### config.mk
export PLATFORM = sky130hd
export DESIGN_NAME = button_debounce_filter
export DESIGN_NICKNAME = d
export VERILOG_FILES = /design/src/rtl/button_debounce_filter.sv
export SDC_FILE = /design/constraint.sdc
export NUM_CORES = 1
export LEC_CHECK = 0
export ABC_CLOCK_PERIOD_IN_PS = 4000
export BUFFER_PORTS_ARGS = -buffer_cell sky130_fd_sc_hd__clkbuf_2
export CAP_MARGIN = 20
export CORE_MARGIN = 2
export CORE_UTILIZATION = 65
export CTS_CLUSTER_DIAMETER = 200
export DETAILED_ROUTE_END_ITERATION = 7
export PLACE_DENSITY_LB_ADDON = 0.12
export REMOVE_ABC_BUFFERS = 1
export SYNTH_ARGS = -nofsm -noshare
export SYNTH_HDL_FRONTEND = slang
export SYNTH_SLANG_ARGS = --single-unit
### constraint.sdc
create_clock -name clk -period 4 [get_ports clk]
set_input_delay 0.6 -clock clk [delete_from_list [all_inputs] [get_ports clk]]
set_output_delay 0.6 -clock clk [all_outputs]
set_load 0.01 [all_outputs]
### src/rtl/button_debounce_filter.sv
`default_nettype none
// ============================================================================
//  Module   : button_debounce_filter
//  Brief    : N-channel push-button conditioner: synchroniser, stability
//             filter, debounced level and press/release/auto-repeat pulses.
//             Auto-repeat is built only when BTN_AUTOREPEAT_EN is defined.
//  Revision : 1.0  initial release
// ============================================================================
module button_debounce_filter #(
    parameter int NUM_BTN         = 5,
    parameter int SYNC_STAGES     = 2,
    parameter int DEBOUNCE_CYCLES = 1000000,
    parameter int CNT_W           = 20,
    parameter int ACTIVE_HIGH     = 1,
    parameter int HOLD_CYCLES     = 50000000,
    parameter int REPEAT_CYCLES   = 10000000
) (
    input  logic               clk,
    input  logic               rst,
    input  logic [NUM_BTN-1:0] button_in,
    output logic [NUM_BTN-1:0] button_out,
    output logic [NUM_BTN-1:0] press_out,
    output logic [NUM_BTN-1:0] release_out,
    output logic [NUM_BTN-1:0] repeat_out
);

    localparam logic [1:0] c_ST_RELEASED     = 2'd0;
    localparam logic [1:0] c_ST_PRESS_WAIT   = 2'd1;
    localparam logic [1:0] c_ST_HELD         = 2'd2;
    localparam logic [1:0] c_ST_RELEASE_WAIT = 2'd3;

    localparam logic [CNT_W-1:0] c_CNT_LAST = CNT_W'(DEBOUNCE_CYCLES - 1);
    localparam logic             c_INVERT   = 1'(ACTIVE_HIGH == 0);

`ifdef BTN_AUTOREPEAT_EN
    localparam int c_HOLD_MAX = (HOLD_CYCLES > REPEAT_CYCLES) ? HOLD_CYCLES : REPEAT_CYCLES;
    localparam int c_HOLD_W   = $clog2(c_HOLD_MAX + 1);
    localparam logic [c_HOLD_W-1:0] c_HOLD_V   = c_HOLD_W'(HOLD_CYCLES);
    localparam logic [c_HOLD_W-1:0] c_REPEAT_V = c_HOLD_W'(REPEAT_CYCLES);
`endif

    genvar gi;
    generate
        for (gi = 0; gi < NUM_BTN; gi++) begin : g_chan
            logic [SYNC_STAGES-1:0] r_sync;
            logic [1:0]             r_state;
            logic [CNT_W-1:0]       r_cnt;
            logic                   r_button;
            logic                   r_press;
            logic                   r_release;

            logic                   w_s;
            logic                   w_last;
            logic [1:0]             w_state_nx;
            logic [CNT_W-1:0]       w_cnt_nx;
            logic                   w_press_nx;
            logic                   w_release_nx;
            logic                   w_button_nx;

            assign w_s    = r_sync[SYNC_STAGES-1];
            // cnt is 0 in the settled states, so w_last there means DEBOUNCE_CYCLES==1
            assign w_last = (r_cnt == c_CNT_LAST);

            always_comb begin
                w_state_nx   = r_state;
                w_cnt_nx     = '0;
                w_press_nx   = 1'b0;
                w_release_nx = 1'b0;
                case (r_state)
                    c_ST_RELEASED: begin
                        if (w_s) begin
                            if (w_last) begin
                                w_state_nx = c_ST_HELD;
                                w_press_nx = 1'b1;
                            end else begin
                                w_state_nx = c_ST_PRESS_WAIT;
                                w_cnt_nx   = CNT_W'(1);
                            end
                        end
                    end
                    c_ST_PRESS_WAIT: begin
                        if (!w_s) begin
                            w_state_nx = c_ST_RELEASED;
                        end else if (w_last) begin
                            w_state_nx = c_ST_HELD;
                            w_press_nx = 1'b1;
                        end else begin
                            w_cnt_nx = r_cnt + CNT_W'(1);
                        end
                    end
                    c_ST_HELD: begin
                        if (!w_s) begin
                            if (w_last) begin
                                w_state_nx   = c_ST_RELEASED;
                                w_release_nx = 1'b1;
                            end else begin
                                w_state_nx = c_ST_RELEASE_WAIT;
                                w_cnt_nx   = CNT_W'(1);
                            end
                        end
                    end
                    c_ST_RELEASE_WAIT: begin
                        if (w_s) begin
                            w_state_nx = c_ST_HELD;
                        end else if (w_last) begin
                            w_state_nx   = c_ST_RELEASED;
                            w_release_nx = 1'b1;
                        end else begin
                            w_cnt_nx = r_cnt + CNT_W'(1);
                        end
                    end
                    default: w_state_nx = c_ST_RELEASED;
                endcase
            end

            assign w_button_nx = (w_state_nx == c_ST_HELD) || (w_state_nx == c_ST_RELEASE_WAIT);

            always_ff @(posedge clk) begin
                if (rst) begin
                    r_sync    <= '0;
                    r_state   <= c_ST_RELEASED;
                    r_cnt     <= '0;
                    r_button  <= 1'b0;
                    r_press   <= 1'b0;
                    r_release <= 1'b0;
                end else begin
                    r_sync    <= {r_sync[SYNC_STAGES-2:0], button_in[gi] ^ c_INVERT};
                    r_state   <= w_state_nx;
                    r_cnt     <= w_cnt_nx;
                    r_button  <= w_button_nx;
                    r_press   <= w_press_nx;
                    r_release <= w_release_nx;
                end
            end

            assign button_out[gi]  = r_button;
            assign press_out[gi]   = r_press;
            assign release_out[gi] = r_release;

`ifdef BTN_AUTOREPEAT_EN
            logic [c_HOLD_W-1:0] r_hold;
            logic                r_rep_phase;
            logic                r_repeat;
            logic [c_HOLD_W-1:0] w_hold_inc;
            logic                w_hold_hit;

            assign w_hold_inc = r_hold + c_HOLD_W'(1);
            // first target is the initial hold delay, afterwards the repeat period
            assign w_hold_hit = (w_hold_inc == (r_rep_phase ? c_REPEAT_V : c_HOLD_V));

            always_ff @(posedge clk) begin
                if (rst || !w_button_nx || w_press_nx) begin
                    r_hold      <= '0;
                    r_rep_phase <= 1'b0;
                    r_repeat    <= 1'b0;
                end else if (w_hold_hit) begin
                    r_hold      <= '0;
                    r_rep_phase <= 1'b1;
                    r_repeat    <= 1'b1;
                end else begin
                    r_hold   <= w_hold_inc;
                    r_repeat <= 1'b0;
                end
            end

            assign repeat_out[gi] = r_repeat;
`else
            assign repeat_out[gi] = 1'b0;
`endif
        end
    endgenerate

endmodule
`default_nettype wire

==> summary.txt <==
Drt
  • DR pass1 iterations: 5
  • Antenna-violating nets left: 0
  • Routed length per instance: 14.1 microns
  • DR vias/cell: 5.91
  • WL final: 11.3 mm
  • # DRC: 0
  • Vias: 4717
  • DRT iter0 DRCs: 187

Power and ir drop
  • Internal: 2.39 mW
  • Clk pwr share: 0.542
  • Sequential share of power: 0.450
  • Gate power share: 0.008
  • Pwr per Cell Area: 455 mW/mm^2
  • Cell leakage power: 2.02 nW
  • Maximum vdd drop: 0.000256 V
  • NetSw: 607 uW
  • Sw Ratio: 0.203
  • Power, Total: 2.99 mW

Global route
  • GRT Util Overall: 0.239
  • Global-route wire length before repair: 19.4 mm
  • Largest net degree at the start of global routing: 38
  • Vias in the first global route: 4509
  • Remaining Overflow, GRT: 0
  • Initial antenna violation count: 0

Synthesis
  • Area share of the largest cell type after synthesis: 0.453
  • Post-synthesis sequential area ratio: 0.453
  • Ys Warns: 0
  • Post-synth EDFFs: 0
  • Asr flop ratio synth: 0
  • Count of cell types in the netlist: 52
  • Synth top area cells: dfxtp_1 45%, xnor2_1 5.8%, nor2_1 4.8%
  • Seq cells post-synth: 134
  • Mean post-synth cell area: 8.88 sq um
  • Syn Std Cell Area: 0.00592 sq mm
  • Synth Instances: 666
  • Yosys top cell by area: dfxtp_1
  • Top_reg_cell synth: dfxtp_1

Min path
  • Hold EP: g_chan[3].r_sync[0]
  • Min-delay worst type: input pin to flop
  • Hold Crit Depth: 2
  • Worst hold start: button_in[3]

Timing
  • Final setup violating endpoints: 0
  • Worst hold slack: 0.295 ns
  • RSZ-0062 raised after global routing: false
  • Min Tclk post-route: 2.35 ns
  • Fin. max-slew vios: 0
  • FMAX: 425 MHz
  • Slew at the pin closest to its max-slew limit: 0.916 ns
  • Fin. Hold Viols: 0
  • Final WS setup: 1.65 ns
  • Slew margin rel.: 0.384
  • TNS Setup: 0 ns
  • Final period utilization: 0.589
  • Clock Skew: 0.0105 ns

Clock network
  • Clock buffer depth: 2
  • Clk root buf: clkbuf_8
  • Post-CTS setup repair buffer count: 0
  • Clock transition at path regs: 0.06 ns
  • Cts repair resizes: 0
  • H-tree level count: 4
  • Clock latency on the worst-skew pair: 0.52 ns
  • CTS Buf Count: 17
  • CTS tree: done
  • Hold-fix buffers, CTS: 0
  • Clk sink count: 134

Critical path
  • CP Data Arrival Time: 2.73 ns
  • R2R Setup Slk: 1.65 ns
  • CP startpoint kind: flop
  • Crit end category: flop
  • Crit-path cells: ha_1 -> nand2_1 -> or4_1 -> o211ai_2 -> nor2_1
  • Reg-to-reg endpoint: g_chan[0].r_cnt[12]
  • Max stage delay on crit path: 0.70 ns
  • R2R depth: 5
  • Crit Path Class: flop to flop
  • CP required: 4.37 ns
  • Crit-path slowest cell: o211ai_2
  • Critical R2R Launch: g_chan[0].r_cnt[0]
  • Crit path max fanout: 19

Finish
  • Share of layout cells above drive strength 1: 0.112
  • Area occupied by registers: 0.00268 sq mm
  • Core Util, Final: 0.750
  • Area of the multi-input gates: 0.00292 sq mm
  • Final Cell Area: 0.00658 sq mm
  • Layout Nets: 689
  • Fillers: 670
  • Diode count: 0
  • Cell Count, Final, Fillers Out: 798
  • Commonest non-fill, non-tap cell in the layout: dfxtp_1
  • Commonest cells after routing, fill and taps aside: 134 x dfxtp_1, 76 x nor2_1, 46 x a21oi_1
  • Area Overhead vs Synth: 11.2%

Die
  • Core region area: 0.00876 sq mm
  • Die area: 0.00988 sq mm
  • IO Count: 27
  • Initial Utilization: 0.675
  • Die W: 99.4 microns
  • Die Span Y: 99.4 microns
  • FP Rows: 34

Placement
  • Final HPWL DP: 7.45 mm
  • Post-place setup slack: 1.64 ns
  • I/O Buffers: 21
  • Placed Cells incl. Taps: 766
  • Placer congestion estimate: 0.848
  • Dpl cell area: 0.00595 sq mm

Outcome
  • Outcome: finished clean

Flow run
  • Max-Cap Viols: 0
==> critical path, delay by kind of cell, from the launching register on <==
family	cells	cell delay (ns)
and+or+nand+nor	3	0.85
adders and majority gates	1	0.25
DFF	1	0.40
AOI/OAI and AO/OA	1	0.70
==> final cells by class <==
class                           count  share of cell area
Multi-Input combinational cell    475               0.444
Sequential cell                   134               0.408
Inverter                           27              0.0154
Clock inverter                     14              0.0301
Clock buffer                       18              0.0651
Timing Repair Buffer               22              0.0171
Tap cell                          108              0.0205
==> worst max-delay path by stage <==
stage / from / end / slack (ns)
after floorplan: g_chan[0].r_cnt[0] / g_chan[0].r_cnt[10] / 1.98
after global placement: g_chan[0].r_cnt[0] / g_chan[0].r_cnt[5] / 1.74
after detailed placement: g_chan[0].r_cnt[0] / g_chan[0].r_cnt[12] / 1.64
after CTS: g_chan[0].r_cnt[0] / g_chan[0].r_cnt[10] / 1.64
after global routing: g_chan[0].r_cnt[0] / g_chan[0].r_cnt[12] / 1.42
final: g_chan[0].r_cnt[0] / g_chan[0].r_cnt[12] / 1.65
==> power by group through the flow <==
stage	registers [mW]	clock network, mW	logic (mW)
after detailed placement	1.38	0	0.0228
after global placement	1.38	0	0.0219
after CTS	1.35	1.64	0.0230
final	1.35	1.62	0.0228
after floorplan	1.38	0	0.0128
after global routing	1.35	1.70	0.0258
==> metal layers <==
| layer | vias up | GRT usage | wire [microns] |
|---|---|---|---|
| li1 | 2367 | - | - |
| met1 | 2234 | 0.289 | 5130 |
| met2 | 101 | 0.409 | 5610 |
| met3 | 15 | 0.0583 | 390 |
| met4 | 0 | 0.0969 | 146 |
| met5 | - | 0 | 0 |
==> cell usage after synthesis (all sizes together) (11+ instances only) <==
| master | n |
|---|---|
| nand3 | 37 |
| a21oi | 47 |
| nor3 | 23 |
| nor4 | 16 |
| dfxtp | 134 |
| inv | 27 |
| or3 | 21 |
| o31ai | 11 |
| nand2b | 12 |
| nor2 | 76 |
| xnor2 | 39 |
| or4 | 21 |
| nand2 | 34 |
| xor2 | 19 |
| buf | 28 |
| o21ai | 21 |
| nand4 | 25 |
==> logic make-up after synthesis <==
group | synth area share
fa+ha+maj | 0.0106
other cells | 0.000634
buf+inv | 0.0556
compound gates | 0.104
simple gates | 0.290
xor+xnor | 0.0859
flops | 0.453
==> sequential cells by signal (all words and copies together), names as in the netlist, named ones only <==
register and flops:
g_chan.r_cnt 100, g_chan.r_sync 10, g_chan.r_state 9, g_chan.r_press 5
g_chan.r_release 5, g_chan.r_button 4
No activity file was read; power rests on OpenSTA's default activity.
